<file path="config.mk">
export PLATFORM = sky130hd
export DESIGN_NAME = id_decode_dispatch_flat
export DESIGN_NICKNAME = d
export VERILOG_FILES = /design/src/rtl/id_decode_dispatch_if.sv /design/src/rtl/id_decode_dispatch.sv /design/src/flat_wrapper.sv
export SDC_FILE = /design/constraint.sdc
export NUM_CORES = 1
export LEC_CHECK = 0
export BUFFER_PORTS_ARGS = -buffer_cell sky130_fd_sc_hd__buf_2
export CAP_MARGIN = 20
export CORE_AREA = 4 4 236 238
export CTS_CLUSTER_DIAMETER = 200
export DETAILED_ROUTE_END_ITERATION = 12
export DIE_AREA = 0 0 240 242
export GPL_TIMING_DRIVEN = 0
export PLACE_DENSITY = 0.51
export SYNTH_ARGS = -nofsm -noshare
export SYNTH_HDL_FRONTEND = slang
export SYNTH_SLANG_ARGS = --single-unit
</file>
<file path="constraint.sdc">
create_clock -name i_clk -period 5.8 [get_ports i_clk]
set_input_delay 0.58 -clock i_clk [delete_from_list [all_inputs] [get_ports i_clk]]
set_output_delay 0.58 -clock i_clk [all_outputs]
set_load 0.005 [all_outputs]
</file>
<file path="src/rtl/id_decode_dispatch_if.sv">
// ----------------------------------------------------------------------------
// id_decode_dispatch_if
//   Bundles the ID-stage dispatch traffic into one interface:
//     - instruction side: in_valid/in_ready handshake plus the per-channel
//       sub-decoder result vectors (src_*), packed channel 0 in the LSBs.
//       Two-port fields pack as {port2, port1}.
//     - EX side: out_valid/out_ready handshake plus the head-entry bundle
//       (operand_1/2, write_reg_en, write_reg_addr).
//   modport slave  : the dispatch block itself
//   modport master : the surrounding IF/decoder/EX environment
// ----------------------------------------------------------------------------
interface id_decode_dispatch_if #(
    parameter int NUM_SRC    = 4,
    parameter int DATA_W     = 32,
    parameter int ADDR_W     = 32,
    parameter int REG_ADDR_W = 5
);
    logic                            in_valid;
    logic                            in_ready;
    logic [NUM_SRC-1:0]              src_hit;
    logic [NUM_SRC*2-1:0]            src_rd_en;
    logic [NUM_SRC*2*REG_ADDR_W-1:0] src_rd_addr;
    logic [NUM_SRC*2*DATA_W-1:0]     src_operand;
    logic [NUM_SRC-1:0]              src_wr_en;
    logic [NUM_SRC*REG_ADDR_W-1:0]   src_wr_addr;
    logic [NUM_SRC-1:0]              src_is_load;
    logic [NUM_SRC-1:0]              src_br_taken;
    logic [NUM_SRC*ADDR_W-1:0]       src_br_addr;
    logic                            out_valid;
    logic                            out_ready;
    logic [DATA_W-1:0]               operand_1;
    logic [DATA_W-1:0]               operand_2;
    logic                            write_reg_en;
    logic [REG_ADDR_W-1:0]           write_reg_addr;

    modport slave (
        input  in_valid, src_hit, src_rd_en, src_rd_addr, src_operand,
               src_wr_en, src_wr_addr, src_is_load, src_br_taken, src_br_addr,
               out_ready,
        output in_ready, out_valid, operand_1, operand_2, write_reg_en, write_reg_addr
    );

    modport master (
        output in_valid, src_hit, src_rd_en, src_rd_addr, src_operand,
               src_wr_en, src_wr_addr, src_is_load, src_br_taken, src_br_addr,
               out_ready,
        input  in_ready, out_valid, operand_1, operand_2, write_reg_en, write_reg_addr
    );
endinterface

</file>
<file path="src/rtl/id_decode_dispatch.sv">
// ----------------------------------------------------------------------------
// id_decode_dispatch
//   ID-stage dispatch: picks the highest-priority (lowest index) claiming
//   sub-decoder channel, drives its register read ports, holds back one
//   cycle on a load-use hazard, and pushes the selected bundle into a
//   DEPTH-entry FIFO feeding EX. Taken branches raise a one-cycle redirect
//   pulse when the instruction is accepted.
// Ports
//   i_clk, i_rst_n        clock / asynchronous active-low reset
//   bus (slave)           instruction handshake + src_* channels in,
//                         EX handshake + head bundle out
//   o_reg_read_en_1/2     selected read enables (combinational)
//   o_reg_addr_1/2        selected read addresses (combinational)
//   o_branch_flag/addr    registered redirect pulse and target
//   o_illegal_inst        pulse after accepting a zero-hit instruction
//   o_multi_hit_err       sticky flag: accepted instruction with >1 hit
//   o_stall_cnt           saturating load-use bubble counter
// ----------------------------------------------------------------------------
module id_decode_dispatch #(
    parameter int NUM_SRC    = 4,
    parameter int DATA_W     = 32,
    parameter int ADDR_W     = 32,
    parameter int REG_ADDR_W = 5,
    parameter int DEPTH      = 2
) (
    input  logic                  i_clk,
    input  logic                  i_rst_n,
    id_decode_dispatch_if.slave   bus,
    output logic                  o_reg_read_en_1,
    output logic                  o_reg_read_en_2,
    output logic [REG_ADDR_W-1:0] o_reg_addr_1,
    output logic [REG_ADDR_W-1:0] o_reg_addr_2,
    output logic                  o_branch_flag,
    output logic [ADDR_W-1:0]     o_branch_addr,
    output logic                  o_illegal_inst,
    output logic                  o_multi_hit_err,
    output logic [15:0]           o_stall_cnt
);
    localparam int PTR_W = (DEPTH > 1) ? $clog2(DEPTH) : 1;
    localparam int CNT_W = $clog2(DEPTH + 1);

    function automatic logic [15:0] sat_inc16(input logic [15:0] v);
        return (v == 16'hFFFF) ? v : v + 16'd1;
    endfunction

    function automatic logic [PTR_W-1:0] ptr_inc(input logic [PTR_W-1:0] p);
        return (p == PTR_W'(DEPTH - 1)) ? '0 : p + PTR_W'(1);
    endfunction

    logic                  w_rd_en1_p0, w_rd_en2_p0, w_wr_en_p0, w_is_load_p0, w_br_taken_p0;
    logic [REG_ADDR_W-1:0] w_rd_addr1_p0, w_rd_addr2_p0, w_wr_addr_p0;
    logic [DATA_W-1:0]     w_op1_p0, w_op2_p0;
    logic [ADDR_W-1:0]     w_br_addr_p0;
    logic                  w_any_hit_p0, w_multi_hit_p0, w_hazard_p0, w_in_ready_p0, w_push_p0;
    logic                  w_pop_p1, w_vld_p1;

    logic [DATA_W-1:0]     r_q_op1_p1   [DEPTH];
    logic [DATA_W-1:0]     r_q_op2_p1   [DEPTH];
    logic                  r_q_wen_p1   [DEPTH];
    logic [REG_ADDR_W-1:0] r_q_waddr_p1 [DEPTH];
    logic [PTR_W-1:0]      r_wr_ptr, r_rd_ptr;
    logic [CNT_W-1:0]      r_count;
    logic                  r_ld_v;
    logic [REG_ADDR_W-1:0] r_ld_addr;
    logic                  r_branch_flag, r_illegal, r_multi;
    logic [ADDR_W-1:0]     r_branch_addr;
    logic [15:0]           r_stall;

    // ---- p0: priority select + hazard detect ----
    // Descending scan so the lowest-index claiming channel is written last and wins.
    always_comb begin
        w_rd_en1_p0   = 1'b0;
        w_rd_en2_p0   = 1'b0;
        w_rd_addr1_p0 = '0;
        w_rd_addr2_p0 = '0;
        w_op1_p0      = '0;
        w_op2_p0      = '0;
        w_wr_en_p0    = 1'b0;
        w_wr_addr_p0  = '0;
        w_is_load_p0  = 1'b0;
        w_br_taken_p0 = 1'b0;
        w_br_addr_p0  = '0;
        for (int k = NUM_SRC - 1; k >= 0; k--) begin
            if (bus.src_hit[k]) begin
                w_rd_en1_p0   = bus.src_rd_en[2*k];
                w_rd_en2_p0   = bus.src_rd_en[2*k+1];
                w_rd_addr1_p0 = bus.src_rd_addr[(2*k)*REG_ADDR_W +: REG_ADDR_W];
                w_rd_addr2_p0 = bus.src_rd_addr[(2*k+1)*REG_ADDR_W +: REG_ADDR_W];
                w_op1_p0      = bus.src_operand[(2*k)*DATA_W +: DATA_W];
                w_op2_p0      = bus.src_operand[(2*k+1)*DATA_W +: DATA_W];
                w_wr_en_p0    = bus.src_wr_en[k];
                w_wr_addr_p0  = bus.src_wr_addr[k*REG_ADDR_W +: REG_ADDR_W];
                w_is_load_p0  = bus.src_is_load[k];
                w_br_taken_p0 = bus.src_br_taken[k];
                w_br_addr_p0  = bus.src_br_addr[k*ADDR_W +: ADDR_W];
            end
        end
    end

    assign w_any_hit_p0   = |bus.src_hit;
    // Clearing the lowest set bit leaves something only if two or more bits were set.
    assign w_multi_hit_p0 = |(bus.src_hit & (bus.src_hit - NUM_SRC'(1)));

    // $0 is hardwired, so a load targeting it can never create a dependency.
    assign w_hazard_p0 = r_ld_v && (r_ld_addr != '0) &&
                         ((w_rd_en1_p0 && (w_rd_addr1_p0 == r_ld_addr)) ||
                          (w_rd_en2_p0 && (w_rd_addr2_p0 == r_ld_addr)));

    assign w_vld_p1      = (r_count != '0);
    assign w_pop_p1      = w_vld_p1 && bus.out_ready;
    // A pop in the same cycle frees the slot the push needs.
    assign w_in_ready_p0 = !w_hazard_p0 && ((r_count < CNT_W'(DEPTH)) || w_pop_p1);
    assign w_push_p0     = bus.in_valid && w_in_ready_p0;

    assign bus.in_ready    = w_in_ready_p0;
    assign o_reg_read_en_1 = w_rd_en1_p0;
    assign o_reg_read_en_2 = w_rd_en2_p0;
    assign o_reg_addr_1    = w_rd_addr1_p0;
    assign o_reg_addr_2    = w_rd_addr2_p0;

    // ---- p1: dispatch queue storage ----
    always_ff @(posedge i_clk) begin
        if (w_push_p0) begin
            r_q_op1_p1[r_wr_ptr]   <= w_op1_p0;
            r_q_op2_p1[r_wr_ptr]   <= w_op2_p0;
            r_q_wen_p1[r_wr_ptr]   <= w_wr_en_p0;
            r_q_waddr_p1[r_wr_ptr] <= w_wr_addr_p0;
        end
    end

    always_ff @(posedge i_clk or negedge i_rst_n) begin
        if (!i_rst_n) begin
            r_count       <= '0;
            r_wr_ptr      <= '0;
            r_rd_ptr      <= '0;
            r_ld_v        <= 1'b0;
            r_ld_addr     <= '0;
            r_branch_flag <= 1'b0;
            r_branch_addr <= '0;
            r_illegal     <= 1'b0;
            r_multi       <= 1'b0;
            r_stall       <= '0;
        end else begin
            if (w_push_p0) r_wr_ptr <= ptr_inc(r_wr_ptr);
            if (w_pop_p1)  r_rd_ptr <= ptr_inc(r_rd_ptr);
            if (w_push_p0 && !w_pop_p1)      r_count <= r_count + CNT_W'(1);
            else if (!w_push_p0 && w_pop_p1) r_count <= r_count - CNT_W'(1);

            // Tracker: a stalled cycle retires the load, giving exactly one bubble.
            if (w_push_p0) begin
                r_ld_v    <= w_is_load_p0 && w_wr_en_p0;
                r_ld_addr <= w_wr_addr_p0;
            end else if (w_hazard_p0) begin
                r_ld_v    <= 1'b0;
            end

            r_branch_flag <= w_push_p0 && w_br_taken_p0;
            if (w_push_p0 && w_br_taken_p0) r_branch_addr <= w_br_addr_p0;
            r_illegal <= w_push_p0 && !w_any_hit_p0;
            if (w_push_p0 && w_multi_hit_p0) r_multi <= 1'b1;
            if (w_hazard_p0) r_stall <= sat_inc16(r_stall);
        end
    end

    // Head fields read as zero whenever the queue is empty.
    assign bus.out_valid      = w_vld_p1;
    assign bus.operand_1      = w_vld_p1 ? r_q_op1_p1[r_rd_ptr]   : '0;
    assign bus.operand_2      = w_vld_p1 ? r_q_op2_p1[r_rd_ptr]   : '0;
    assign bus.write_reg_en   = w_vld_p1 ? r_q_wen_p1[r_rd_ptr]   : 1'b0;
    assign bus.write_reg_addr = w_vld_p1 ? r_q_waddr_p1[r_rd_ptr] : '0;

    assign o_branch_flag   = r_branch_flag;
    assign o_branch_addr   = r_branch_addr;
    assign o_illegal_inst  = r_illegal;
    assign o_multi_hit_err = r_multi;
    assign o_stall_cnt     = r_stall;
endmodule

</file>
<file path="src/flat_wrapper.sv">
// flat-port wrapper written by rule: the top's interface ports become plain ports
module id_decode_dispatch_flat 
#(
    parameter int NUM_SRC    = 4,
    parameter int DATA_W     = 32,
    parameter int ADDR_W     = 32,
    parameter int REG_ADDR_W = 5,
    parameter int DEPTH      = 2
)
  (i_clk, i_rst_n, o_reg_read_en_1, o_reg_read_en_2, o_reg_addr_1, o_reg_addr_2, o_branch_flag, o_branch_addr, o_illegal_inst, o_multi_hit_err, o_stall_cnt, bus_in_valid, bus_src_hit, bus_src_rd_en, bus_src_rd_addr, bus_src_operand, bus_src_wr_en, bus_src_wr_addr, bus_src_is_load, bus_src_br_taken, bus_src_br_addr, bus_out_ready, bus_in_ready, bus_out_valid, bus_operand_1, bus_operand_2, bus_write_reg_en, bus_write_reg_addr);
  id_decode_dispatch_if #(.NUM_SRC(NUM_SRC), .DATA_W(DATA_W), .ADDR_W(ADDR_W), .REG_ADDR_W(REG_ADDR_W)) bus_i ();
  input  logic i_clk;
  input  logic i_rst_n;
  output logic o_reg_read_en_1;
  output logic o_reg_read_en_2;
  output logic [REG_ADDR_W-1:0] o_reg_addr_1;
  output logic [REG_ADDR_W-1:0] o_reg_addr_2;
  output logic o_branch_flag;
  output logic [ADDR_W-1:0] o_branch_addr;
  output logic o_illegal_inst;
  output logic o_multi_hit_err;
  output logic [15:0] o_stall_cnt;
  input wire logic [$bits(bus_i.in_valid)-1:0] bus_in_valid;
  input wire logic [$bits(bus_i.src_hit)-1:0] bus_src_hit;
  input wire logic [$bits(bus_i.src_rd_en)-1:0] bus_src_rd_en;
  input wire logic [$bits(bus_i.src_rd_addr)-1:0] bus_src_rd_addr;
  input wire logic [$bits(bus_i.src_operand)-1:0] bus_src_operand;
  input wire logic [$bits(bus_i.src_wr_en)-1:0] bus_src_wr_en;
  input wire logic [$bits(bus_i.src_wr_addr)-1:0] bus_src_wr_addr;
  input wire logic [$bits(bus_i.src_is_load)-1:0] bus_src_is_load;
  input wire logic [$bits(bus_i.src_br_taken)-1:0] bus_src_br_taken;
  input wire logic [$bits(bus_i.src_br_addr)-1:0] bus_src_br_addr;
  input wire logic [$bits(bus_i.out_ready)-1:0] bus_out_ready;
  output wire logic [$bits(bus_i.in_ready)-1:0] bus_in_ready;
  output wire logic [$bits(bus_i.out_valid)-1:0] bus_out_valid;
  output wire logic [$bits(bus_i.operand_1)-1:0] bus_operand_1;
  output wire logic [$bits(bus_i.operand_2)-1:0] bus_operand_2;
  output wire logic [$bits(bus_i.write_reg_en)-1:0] bus_write_reg_en;
  output wire logic [$bits(bus_i.write_reg_addr)-1:0] bus_write_reg_addr;
  assign bus_i.in_valid = bus_in_valid;
  assign bus_i.src_hit = bus_src_hit;
  assign bus_i.src_rd_en = bus_src_rd_en;
  assign bus_i.src_rd_addr = bus_src_rd_addr;
  assign bus_i.src_operand = bus_src_operand;
  assign bus_i.src_wr_en = bus_src_wr_en;
  assign bus_i.src_wr_addr = bus_src_wr_addr;
  assign bus_i.src_is_load = bus_src_is_load;
  assign bus_i.src_br_taken = bus_src_br_taken;
  assign bus_i.src_br_addr = bus_src_br_addr;
  assign bus_i.out_ready = bus_out_ready;
  assign bus_in_ready = bus_i.in_ready;
  assign bus_out_valid = bus_i.out_valid;
  assign bus_operand_1 = bus_i.operand_1;
  assign bus_operand_2 = bus_i.operand_2;
  assign bus_write_reg_en = bus_i.write_reg_en;
  assign bus_write_reg_addr = bus_i.write_reg_addr;
  id_decode_dispatch #(.NUM_SRC(NUM_SRC), .DATA_W(DATA_W), .ADDR_W(ADDR_W), .REG_ADDR_W(REG_ADDR_W), .DEPTH(DEPTH)) u_core (.i_clk(i_clk), .i_rst_n(i_rst_n), .bus(bus_i), .o_reg_read_en_1(o_reg_read_en_1), .o_reg_read_en_2(o_reg_read_en_2), .o_reg_addr_1(o_reg_addr_1), .o_reg_addr_2(o_reg_addr_2), .o_branch_flag(o_branch_flag), .o_branch_addr(o_branch_addr), .o_illegal_inst(o_illegal_inst), .o_multi_hit_err(o_multi_hit_err), .o_stall_cnt(o_stall_cnt));
endmodule
</file>
# [After elaboration in Yosys (flattened, before gate mapping)]
# Memories as Yosys holds them, arrays and structs flattened.
# Index checks and enable logic that the tools add are counted.
[op_classes] shift=0 div=0 n_eq_ne=3 add_sub_neg=6 muxes=56 n_reduce_logical=26 n_lt_le_gt_ge=1 multipliers=0 bitwise_logic=2
[ops] cell="32-bit two-way mux" count=14
[ops] cell="5-bit two-way mux" count=13
[ops] cell="1-bit two-way mux" count=27
[ops] cell="16-bit by 1-bit adder with 16-bit output, second input constant" count=1
[ops] cell="16-bit equality test, second input constant" count=1
[ops] cell="1-bit logical AND" count=13
[ops] cell="5-bit equality test" count=2
[ops] cell="4-bit OR reduction" count=2
[ops] cell="2-bit nonzero test" count=3
[ops] cell="5-bit nonzero test" count=1
[ops] cell="4-bit AND" count=1
[ops] cell="1-bit zero test" count=4
[ops] cell="2-bit two-way mux" count=2
[ops] cell="4-bit by 1-bit subtractor with 4-bit output, second input constant" count=1
[ops] cell="1-bit adder, second input constant" count=2
[ops] cell="2-bit by 1-bit adder with 2-bit output, second input constant" count=1
[ops] cell="1-bit logical OR" count=2
[ops] cell="2-bit < comparator, second input constant" count=1
[ops] cell="2-bit AND reduction" count=1
[ops] cell="2-bit by 1-bit subtractor with 2-bit output, second input constant" count=1
[ops] cell="1-bit inverter" count=1
[totals] rom_bits=0 regBits=61 latchBits=0 word_cells=108 out_inout_bits=135 ram_bits=140 memories=4
[memory_table] name="u_core.r_q_op1_p1" depth=2 width=32 rd=1 rd_ports_with_merged_regs=0 wr=1 line="id_decode_dispatch.sv:57" text="logic [DATA_W-1:0] r_q_op1_p1 [DEPTH];"
[memory_table] name="u_core.r_q_op2_p1" depth=2 width=32 rd=1 rd_ports_with_merged_regs=0 wr=1 line="id_decode_dispatch.sv:58" text="logic [DATA_W-1:0] r_q_op2_p1 [DEPTH];"
[memory_table] name="u_core.r_q_waddr_p1" depth=2 width=5 rd=1 rd_ports_with_merged_regs=0 wr=1 line="id_decode_dispatch.sv:60" text="logic [REG_ADDR_W-1:0] r_q_waddr_p1 [DEPTH];"
[memory_table] name="u_core.r_q_wen_p1" depth=2 width=1 rd=1 rd_ports_with_merged_regs=0 wr=1 line="id_decode_dispatch.sv:59" text="logic r_q_wen_p1 [DEPTH];"

# [Depth between registers and ports, before layout]
# Gate-level depths: netlist (run 1).
[logic_depth] ltp_word=15 ltp_mapped=14 depth_no_buf=11

# [Worst setup path before layout (run 1)]
# No wires, ideal clock.
[synth_path] kind="input port to flip-flop" startpoint="in bus_src_hit[1]" endpoint="mem u_core.r_q_op1_p1[0][0], enable pin" path_buffers=2 arrival_ns=4.933 stages=9 slack_ns=0.368 path_cell_list="buf_2 -> or3b_2 -> o21ai_0 -> a31oi_1 -> nor4b_1 -> nand3_1 -> o2111ai_1 -> buf_4 -> nor2_1"
[synth_between] elab_cells_between_ends=19 cone_classes="2 x eq/ne; 10 x mux; 7 x reduce/logical"
[synth_lines] element="start: declaration" line="flat_wrapper.sv:24" text="input wire logic [$bits(bus_i.src_hit)-1:0] bus_src_hit;"
[synth_lines] element="1-bit two-way mux (2 in a row)" line="id_decode_dispatch.sv:84" text="if (bus.src_hit[k]) begin"
[synth_lines] element="net o_reg_read_en_1" line="flat_wrapper.sv:14" text="output logic o_reg_read_en_1;"
[synth_lines] element="1-bit logical AND" line="id_decode_dispatch.sv:106" text="((w_rd_en1_p0 && (w_rd_addr1_p0 == r_ld_addr)) ||"
[synth_lines] element="1-bit logical OR" line="id_decode_dispatch.sv:106"
[synth_lines] element="1-bit logical AND" line="id_decode_dispatch.sv:105" text="assign w_hazard_p0 = r_ld_v && (r_ld_addr != '0) &&"
[synth_lines] element="1-bit zero test" line="id_decode_dispatch.sv:112" text="assign w_in_ready_p0 = !w_hazard_p0 && ((r_count < CNT_W'(DEPTH)) || w_pop_p1);"
[synth_lines] element="1-bit logical AND" line="id_decode_dispatch.sv:112"
[synth_lines] element="1-bit logical AND" line="id_decode_dispatch.sv:113" text="assign w_push_p0 = bus.in_valid && w_in_ready_p0;"
[synth_lines] element="1-bit two-way mux" line="id_decode_dispatch.sv:123" text="if (w_push_p0) begin"
[synth_lines] element="1-bit two-way mux (not written as such)" line="id_decode_dispatch.sv:124" text="r_q_op1_p1[r_wr_ptr] <= w_op1_p0;"
[synth_lines] element="end: declaration" line="id_decode_dispatch.sv:57"
# The timed path passes the listed nets, and every way through them passes these cells.

# [Worst setup path after layout (run 1)]
[layout_path] startpoint="in bus_src_hit[0]" endpoint="out bus_in_ready"
[layout_between] elab_chain_cells=7 elab_cells_between_ends=12 cone_classes="2 x eq/ne; 4 x mux; 6 x reduce/logical"
[layout_lines] element="5-bit two-way mux" line="id_decode_dispatch.sv:84"
[layout_lines] element="5-bit equality test, on equally long branches" line="id_decode_dispatch.sv:106, id_decode_dispatch.sv:107"
[layout_lines] element="1-bit logical AND, on equally long branches" line="id_decode_dispatch.sv:106, id_decode_dispatch.sv:107"
[layout_lines] element="1-bit logical OR *" line="id_decode_dispatch.sv:106"
[layout_lines] element="1-bit logical AND *" line="id_decode_dispatch.sv:105"
[layout_lines] element="1-bit zero test *" line="id_decode_dispatch.sv:112"
[layout_lines] element="1-bit logical AND *" line="id_decode_dispatch.sv:112"
[layout_lines] element="end: declaration" line="flat_wrapper.sv:34" text="output wire logic [$bits(bus_i.in_ready)-1:0] bus_in_ready;"
# Mark *: on every way between the ends. The rest lies on a longest branch, timed or not.

==> results of run 1 <==
[power breakdown]
group | switching [mW] | internal, mW | leakage (nW) | total (mW)
Sequential | 0.130 | 1.92 | 2.05 | 2.05
Combinational | 1.21 | 0.877 | 4.66 | 2.09
Clock | 0.634 | 1.06 | 0.433 | 1.69
[placed cells by master (no fill, tap or decap), drive strengths merged, types with 2 or more instances in the layout]
cell type and count:
nand3 5, o21ai 75, xor2 15, nor2 192, nor4b 4, nor2b 2
mux2i 71, a211oi 8, xnor2 7, nand3b 2, mux2 38, dfrtp 61
a22oi 72, inv 14, a21oi 75, nand2b 2, nand4 3, nand2 81
or2 2, o21a 4, edfxtp 140, nor3 9, clkinv 9, ha 2
a221oi 44, a2111oi 6, buf 640, o22ai 44, and3 3, bufinv 6
clkbuf 97
[area by class of cell]
type | instances | area, um^2
flip-flops and latches | 201 | 5730
clock buffers | 27 | 633
clock inverters | 18 | 259
repair buffers | 617 | 3210
multi-input cells | 777 | 4950
plain buffers | 93 | 407
fillers | 5756 | 37500
diodes | 1 | 2.50
well taps | 696 | 871
inverters | 12 | 45.0
[cells by family (layout without fill, tap and decap cells)]
| logic type | Yosys count | in the layout |
|---|---|---|
| AND/OR/NAND/NOR | 310 | 310 |
| adder cells (fa/ha/maj) | 2 | 2 |
| other | 0 | 1 |
| XOR/XNOR | 22 | 22 |
| flip-flops | 201 | 201 |
| multiplexers | 109 | 109 |
| buffers and inverters | 105 | 767 |
| AO/OA/AOI/OAI | 334 | 334 |
[routing by layer]
| layer | vias to the layer above | wire [um] | global-route usage (%) |
|---|---|---|---|
| met2 | 505 | 26500 | 30.6 |
| met4 | 2 | 1780 | 4.97 |
| met5 | - | 14 | 0 |
| li1 | 5353 | - | - |
| met3 | 76 | 3570 | 3.76 |
| met1 | 5489 | 21200 | 20.5 |
[critical path: stages]
cell,delay [ps]
buf_2,170
inv_1,280
clkbuf_1,560
o21ai_0,300
a31oi_1,550
nand4_4,290
buf_2,280
a21oi_1,180
nor2b_1,130
buf_2,150
[state kept, by name, summed over array words and instances, names as in the netlist]
register                flops
u_core.r_q_op1_p1          64
u_core.r_q_op2_p1          64
u_core.o_branch_addr       32
u_core.o_stall_cnt         16
u_core.r_q_waddr_p1        10
u_core.r_ld_addr            5
u_core.r_count              2
u_core.r_q_wen_p1           2
u_core.o_branch_flag        1
u_core.o_illegal_inst       1
u_core.o_multi_hit_err      1
u_core.r_ld_v               1
u_core.r_rd_ptr             1
u_core.r_wr_ptr             1
[worst paths after layout]
path	start	end	slack [ps]	depth (start not counted)
min in group i_clk	bus_src_hit[3]	u_core.o_illegal_inst$_DFF_PN0_	350	2
hold / removal	i_rst_n	u_core.o_branch_addr[26]$_DFFE_PN0P_	160	1
setup reg to reg	u_core.r_ld_addr[1]$_DFFE_PN0P_	u_core.r_q_op1_p1[0][7]$_DFFE_PP_	2150	8
setup / recovery	bus_src_hit[0]	bus_in_ready	1730	10
hold reg to reg	u_core.o_multi_hit_err$_DFFE_PN0P_	u_core.o_multi_hit_err$_DFFE_PN0P_	480	1
max in group asynchronous	i_rst_n	u_core.r_ld_addr[0]$_DFFE_PN0P_	5080	1
[through the flow]
step	util [%]	TNS [ps]	std cells	power (mW)	hold WS [ps]
after CTS	30.0	0	2441	5.96	168
after global routing	30.0	0	2441	6.20	206
after detailed placement	28.4	0	2396	4.23	462
final	30.1	0	2442	5.83	159
after global placement	28.0	-385670	2385	4.19	461
after floorplan	-	0	1083	3.10	284
==> impl_metrics.toml, run 1 <==
[timing]
rsz0062_at_grt = "no"
setup_ws_ps = 1730
setup_violations = 0
max_freq_mhz = 246
tightest_slew_ps = 1150
final.setup_skew_ps = 6.91
hold_viol = 0
fin_crit_sh_pct = 70.1
period_minus_slack_ps = 4070
maxSlewHeadroom_pct = 22.7
drv_slew = 0

[floorplan]
die-area_um2 = 58100
fp.dieW_um = 240
rows = 85
core_region_area_um2 = 53600
die_y_um = 242
start_util_pct = 20.7
io-pin-count = 607

[clock_network]
cts.sinks = 201
path_clk_slew_ps = 60
ctsResizeCount = 0
cts-root-buf = "clkbuf_16"
cts_made_buffers = 25
clk_latency_ps = 540
cts_max_path_buffers = 3
cts_setup_buffers = 0
htreeDepth = 1
cts_hold_buf = 0
cts_tree = "built"

[synth]
synth_nets = 1557
synth_largest_area_cell = "edfxtp_1"
synth_area_um2 = 11100
synth_top_family_by_area = "compound AO/OA/AOI/OAI gates"
yosys.area_share.simple_pct = 12.0
synthMuxAreaShare_pct = 10.2
yosysSeqAreaShare_pct = 51.5
synth_commonest_cells = "nor2_1 (192), edfxtp_1 (140), nand2_1 (81)"
yosys-top-cells-area = "edfxtp_1 (38%), dfrtp_1 (14%), nor2_1 (6.5%), mux2i_1 (6.4%), a22oi_1 (4.9%)"
synthAdderAreaFrac_pct = 0.225
ys.flop_type = "edfxtp_1"
yosysUniqueCellTypes = 53
synthArstFlopShare_pct = 30.3
synth.top_cell.area_share_pct = 37.8
synth.most_common_cell = "nor2_1"
synthCells = 1083
ys_warn_count = 0
synth_xor_area_share_pct = 1.73
synth_compound_area_share_pct = 20.2
syn_area_per_cell_um2 = 10.3
ys_seq_elements = 201
synth-edff-count = 140

[drt]
num_vias = 11400
routed_wl_mm = 53.1
ant_nets = 0
via_per_inst = 4.68
drc = 0
drt_iter0_drc = 552
dr.pass1.iters = 5
routedWlPerCell_um = 21.7

[global_routing]
grt_max_degree = 62
grt_pass1_wl_mm = 75.2
grt_pass1_vias = 11800
grt_usage_pct = 17.1
antenna_found_initial = 4
gr-total-overflow = 0

[place]
placed_area_um2 = 15200
place_ws_ps = 1320
gp_congestion = 0.971
portBuffers = 606
post-dp-hpwl_mm = 42.7

[setup_path]
crit_path_end_kind = "output pin"
path_class = "in2out"
critPathLaunchType = "input port"
required_ps = 5220
crit_path_max_fanout = 10
critPathArrivalTime_ps = 3490

[layout]
layout.nets = 2201
drive_gt1_share_pct = 40.1
final_cell_area_um2 = 16100
area_growth_pct = 44.9

[power]
power_density_nw_per_um2 = 362
leakagePower_nw = 7.14
vdd_drop_max_mv = 0.158

[worst_hold_path]
hold_path.class = "in2async"

[status]
status = "finished clean"

[flow_run]
cap_violations = 0
No activity file was read; power rests on OpenSTA's default activity.
==> inputs of run 2 (changes only) <==
clock period = 4.07 ns   (was 5.8 ns; I/O delays follow)
==> run 2 against run 1 <==
Global-route usage down 0.81 points. Combinational power rose by 44%. Non-clock buffer count did not move. Wire length is 3.9% lower. Setup slack worse by 1100 ps. First-iteration DRC count down 6.5%. Die area stayed put. Clock skew increased by 13 ps. Hold slack better by 15 ps. Cell count barely moved. Clock power up 43%.
==> impl_metrics.toml, run 2 (synthesized netlist as in run 1, its figures left out) <==
[layout]
final_cell_area_um2 = 16100
final_cell_mix = "buf_2 (611), nor2_1 (190), edfxtp_1 (140)"
diodes = 0
layout.nets = 2200
drive_gt1_share_pct = 40.1
fin_util_pct = 30.1
layout_commonest_cell = "buf_2"
area_growth_pct = 45.2

[timing]
hold_viol = 0
final.setup_skew_ps = 19.7
drv_slew = 0
max_freq_mhz = 292
fin_crit_sh_pct = 84.2
rsz0062_at_grt = "no"
tns_ps = 0
tightest_slew_ps = 1130
period_minus_slack_ps = 3430
maxSlewHeadroom_pct = 24.9
setup_violations = 0

[clock_network]
htreeDepth = 1
cts-root-buf = "clkbuf_16"
cts.sinks = 201
clk_latency_ps = 530
cts_made_buffers = 24
path_clk_slew_ps = 60
cts_max_path_buffers = 3
cts_tree = "built"
cts_setup_buffers = 0

[floorplan]
io-pin-count = 607
die-area_um2 = 58100
die_y_um = 242
start_util_pct = 20.7
fp.dieW_um = 240
core_region_area_um2 = 53600
rows = 85

[flow_run]
cap_violations = 0

[global_routing]
antenna_found_initial = 7
grt_max_degree = 62
grt_pass1_vias = 11600
grt_pass1_wl_mm = 72.0
gr-total-overflow = 0
grt_usage_pct = 16.3

[drt]
drc = 0
drt_iter0_drc = 516
dr.pass1.iters = 5
via_per_inst = 4.64
num_vias = 11300
ant_nets = 0
routed_wl_mm = 51.0
routedWlPerCell_um = 20.9

[setup_path]
crit_path_max_fanout = 10
critPathArrivalTime_ps = 3020
r2r_end = "u_core.r_q_op2_p1[1][29]$_DFFE_PP_"
reg2reg_depth = 9
required_ps = 3660
critPathLaunchType = "input port"
r2r_slack_ps = 660
path_class = "in2out"
startpoint = "bus_src_hit[0]"
crit_path_end = "bus_in_ready"
crit_path_end_kind = "output pin"
rr_startpoint = "u_core.r_ld_addr[0]$_DFFE_PN0P_"

[place]
placed_area_um2 = 15200
portBuffers = 606
gp_congestion = 0.930
post-dp-hpwl_mm = 41.7

[power]
power_density_nw_per_um2 = 516
vdd_drop_max_mv = 0.286
leakagePower_nw = 7.14

[status]
status = "finished clean"

[worst_hold_path]
hold_path.class = "in2reg"
## run 2: cell types whose count changed in the layout (fill, tap and decap cells not counted), moves of 2 or more
cell,previous run,this run
buf_16,2,4
clkbuf_1,71,69
clkinv_2,3,5
buf_2,613,611
## run 2: final cells by class
cell class                 instances  area [um^2]
sequential                       201         5730
timing repair buffer             617         3250
clock buffer                      24          601
tap                              696          871
fill                            5726        37500
multi-input combinational        777         4950
inverter                          12         45.0
clock inverter                    20          285
buffer                            93          407
## run 2: through the flow
stage | power (mW) | cells | hold slack, ps | worst slack, ps
after global placement | 5.94 | 2385 | 463 | -2410
after CTS | 8.53 | 2440 | 116 | 448
after global routing | 8.86 | 2440 | 147 | 349
after floorplan | 4.41 | 1083 | 111 | -6.99
final | 8.33 | 2440 | 175 | 643
after detailed placement | 6.06 | 2395 | 469 | -19.7
## run 2: where the power goes
group	internal (mW)	switching [mW]	total, mW	leakage [nW]
Clock	1.52	0.886	2.41	0.429
Sequential	2.73	0.182	2.91	2.05
Combinational	1.28	1.74	3.02	4.67
## run 2: worst min path at each step
stage / start / cells after the start / slack (ps) / endpoint
finish: bus_out_ready / 3 / 170 / u_core.r_rd_ptr$_DFFE_PN0P_
global placement: u_core.o_multi_hit_err$_DFFE_PN0P_ / 1 / 460 / u_core.o_multi_hit_err$_DFFE_PN0P_
floorplan: i_rst_n / 0 / 110 / u_core.o_branch_addr[0]$_DFFE_PN0P_
global route: bus_src_hit[3] / 2 / 150 / u_core.o_illegal_inst$_DFF_PN0_
CTS: bus_src_hit[3] / 2 / 120 / u_core.o_illegal_inst$_DFF_PN0_
detailed placement: u_core.o_multi_hit_err$_DFFE_PN0P_ / 1 / 470 / u_core.o_multi_hit_err$_DFFE_PN0P_
## run 2: worst max-delay path, stage by stage
cell	delay, ps
buf_2	140
clkbuf_1	720
a221oi_1	380
xor2_1	230
nor2_1	200
nand4_4	230
buf_2	270
a21oi_1	230
nor2b_1	70
buf_2	130
## run 2: timing repair
action | CTS | global route
hold buffers | 1 | 0
resized for setup | 0 | 0
setup endpoints to repair | 0 | 0
hold endpoints to repair | 11 | 0
## run 2: layer usage
layer  share of wire (%)  GRT usage (%)
met4                 3.9           5.62
met2                  49           28.9
met3                 7.2           3.51
met5               0.024              0
met1                  40           19.5
==> inputs of run 3 (changes only) <==
clock period = 3.33 ns   (was 4.07 ns; I/O delays follow)
==> run 3 against run 2 <==
Critical path depth down 1. Via count up 0.16%. Die area unchanged. Sequential power up 22%. Cell count up 0.16%. Global-route usage unchanged. Clock skew about the same. Largest power group unchanged.
==> impl_metrics.toml, run 3 (synthesized netlist as in run 1, its figures left out) <==
[clock_network]
cts-root-buf = "clkbuf_16"
clk_latency_ps = 530
cts_made_buffers = 24
cts.sinks = 201
htreeDepth = 1
path_clk_slew_ps = 60
cts_tree = "built"
cts_max_path_buffers = 3

[global_routing]
met3_usage_pct = 3.51
grt_pass1_vias = 11600
met1_usage_pct = 19.5
grt_max_degree = 62
grt_busiest_layer = "met2"
antenna_found_initial = 7
gr-total-overflow = 0
grt_usage_pct = 16.3
grt_pass1_wl_mm = 72.0
use_met2_pct = 28.9

[timing]
setup_violations = 0
maxSlewHeadroom_pct = 22.4
max_freq_mhz = 319
rsz0062_at_grt = "no"
fin_crit_sh_pct = 94.2
setup_ws_ps = 193
hold_viol = 0
tightest_slew_ps = 1150
period_minus_slack_ps = 3140
drv_slew = 0
final.setup_skew_ps = 19.3

[layout]
final_cell_mix = "buf_2 (611), nor2_1 (190), edfxtp_1 (140)"
layout_commonest_cell = "buf_2"
layout.nets = 2204
finalNonFillerCells = 2444
diodes = 0
area_growth_pct = 45.7
drive_gt1_share_pct = 40.4

[setup_path]
critPathLaunchType = "flop"
critPathArrivalTime_ps = 3370
startpoint = "u_core.r_ld_addr[0]$_DFFE_PN0P_"
crit_path_max_fanout = 17
rr_startpoint = "u_core.r_ld_addr[0]$_DFFE_PN0P_"
path_class = "reg2reg"
required_ps = 3560
crit_path_end_kind = "flop"

[floorplan]
die-area_um2 = 58100
die_y_um = 242
start_util_pct = 20.7
fp.dieW_um = 240
io-pin-count = 607
rows = 85
core_region_area_um2 = 53600

[drt]
num_vias = 11300
ant_nets = 0
via_per_inst = 4.64
drt_iter0_drc = 533
routedWlPerCell_um = 20.9
dr.pass1.iters = 5
drc = 0
routed_wl_mm = 51.0

[power]
vdd_drop_max_mv = 0.349
leakagePower_nw = 7.18
power_density_nw_per_um2 = 632

[flow_run]
cap_violations = 0

[place]
place_ws_ps = -686
gp_congestion = 0.930
place_inst = 2395
portBuffers = 606
post-dp-hpwl_mm = 41.7

[worst_hold_path]
hold_path.class = "in2reg"
hp-start = "bus_src_hit[3]"

[status]
status = "finished clean"
## run 3: cell types whose count changed in the layout (fill, tap and decap cells not counted)
cell,before,now
a221oi_1,35,34
a221oi_2,8,9
buf_12,2,4
buf_4,5,7
clkbuf_1,69,67
clkbuf_2,1,3
## run 3: final timing paths
path / depth (start not counted) / slack (ps) / end
max: 9 / 190 / u_core.r_q_op2_p1[0][31]$_DFFE_PP_
min in group asynchronous: 2 / 490 / u_core.o_branch_addr[0]$_DFFE_PN0P_
min reg2reg: 1 / 480 / u_core.o_multi_hit_err$_DFFE_PN0P_
max reg2reg: 9 / 190 / u_core.r_q_op2_p1[0][31]$_DFFE_PP_
min: 2 / 100 / u_core.o_illegal_inst$_DFF_PN0_
max in group asynchronous: 2 / 2260 / u_core.r_ld_addr[3]$_DFFE_PN0P_
## run 3: final cells by class
| cell class | count | area [um^2] |
|---|---|---|
| timing repair buffer | 621 | 3300 |
| multi-input combinational | 777 | 4960 |
| inverter | 12 | 45.0 |
| tap | 696 | 871 |
| buffer | 93 | 409 |
| sequential | 201 | 5730 |
| fill | 5723 | 37400 |
| clock inverter | 20 | 285 |
| clock buffer | 24 | 601 |
## run 3: routing by layer
| metal | wire [um] | part of all wire, % | vias to the layer above |
|---|---|---|---|
| li1 | - | - | 5354 |
| met1 | 20300 | 40 | 5391 |
| met2 | 25100 | 49 | 509 |
| met3 | 3550 | 7.0 | 88 |
| met4 | 1980 | 3.9 | 2 |
| met5 | 18 | 0.035 | - |
## run 3: worst max-delay path, stage by stage (launching register included)
cell	delay [ps]
dfrtp_1	440
or4_1	510
o21ai_1	490
nor4b_1	120
nand3_1	170
o2111ai_1	200
buf_4	290
nor2_4	240
buf_16	200
buf_16	160
## run 3: through the flow
step	TNS, ps	hold WS (ps)	util, %	area (um^2)	total power [mW]
finish	0	95.6	30.2	16200	10.2
global route	0	73.0	30.2	16200	10.9
CTS	0	42.5	30.2	16200	10.5
detailed placement	-121490	469	28.4	15200	7.40
global placement	-522410	463	28.0	15000	7.26
floorplan	-96200	37.4	-	11100	5.39
## run 3: repair_timing
item / in CTS / in global routing
hold endpoints to repair: 61 / 0
hold buffers: 1 / 0
buffers inserted: 4 / 0
pin swaps: 2 / 0
gates resized for setup: 1 / 3
endpoints found under the setup margin: 89 / 13
## run 3: where the power goes
group          switching (mW)  internal (mW)
sequential              0.221           3.34
clock                    1.09           1.86
combinational            2.13           1.60
total                    3.45           6.79
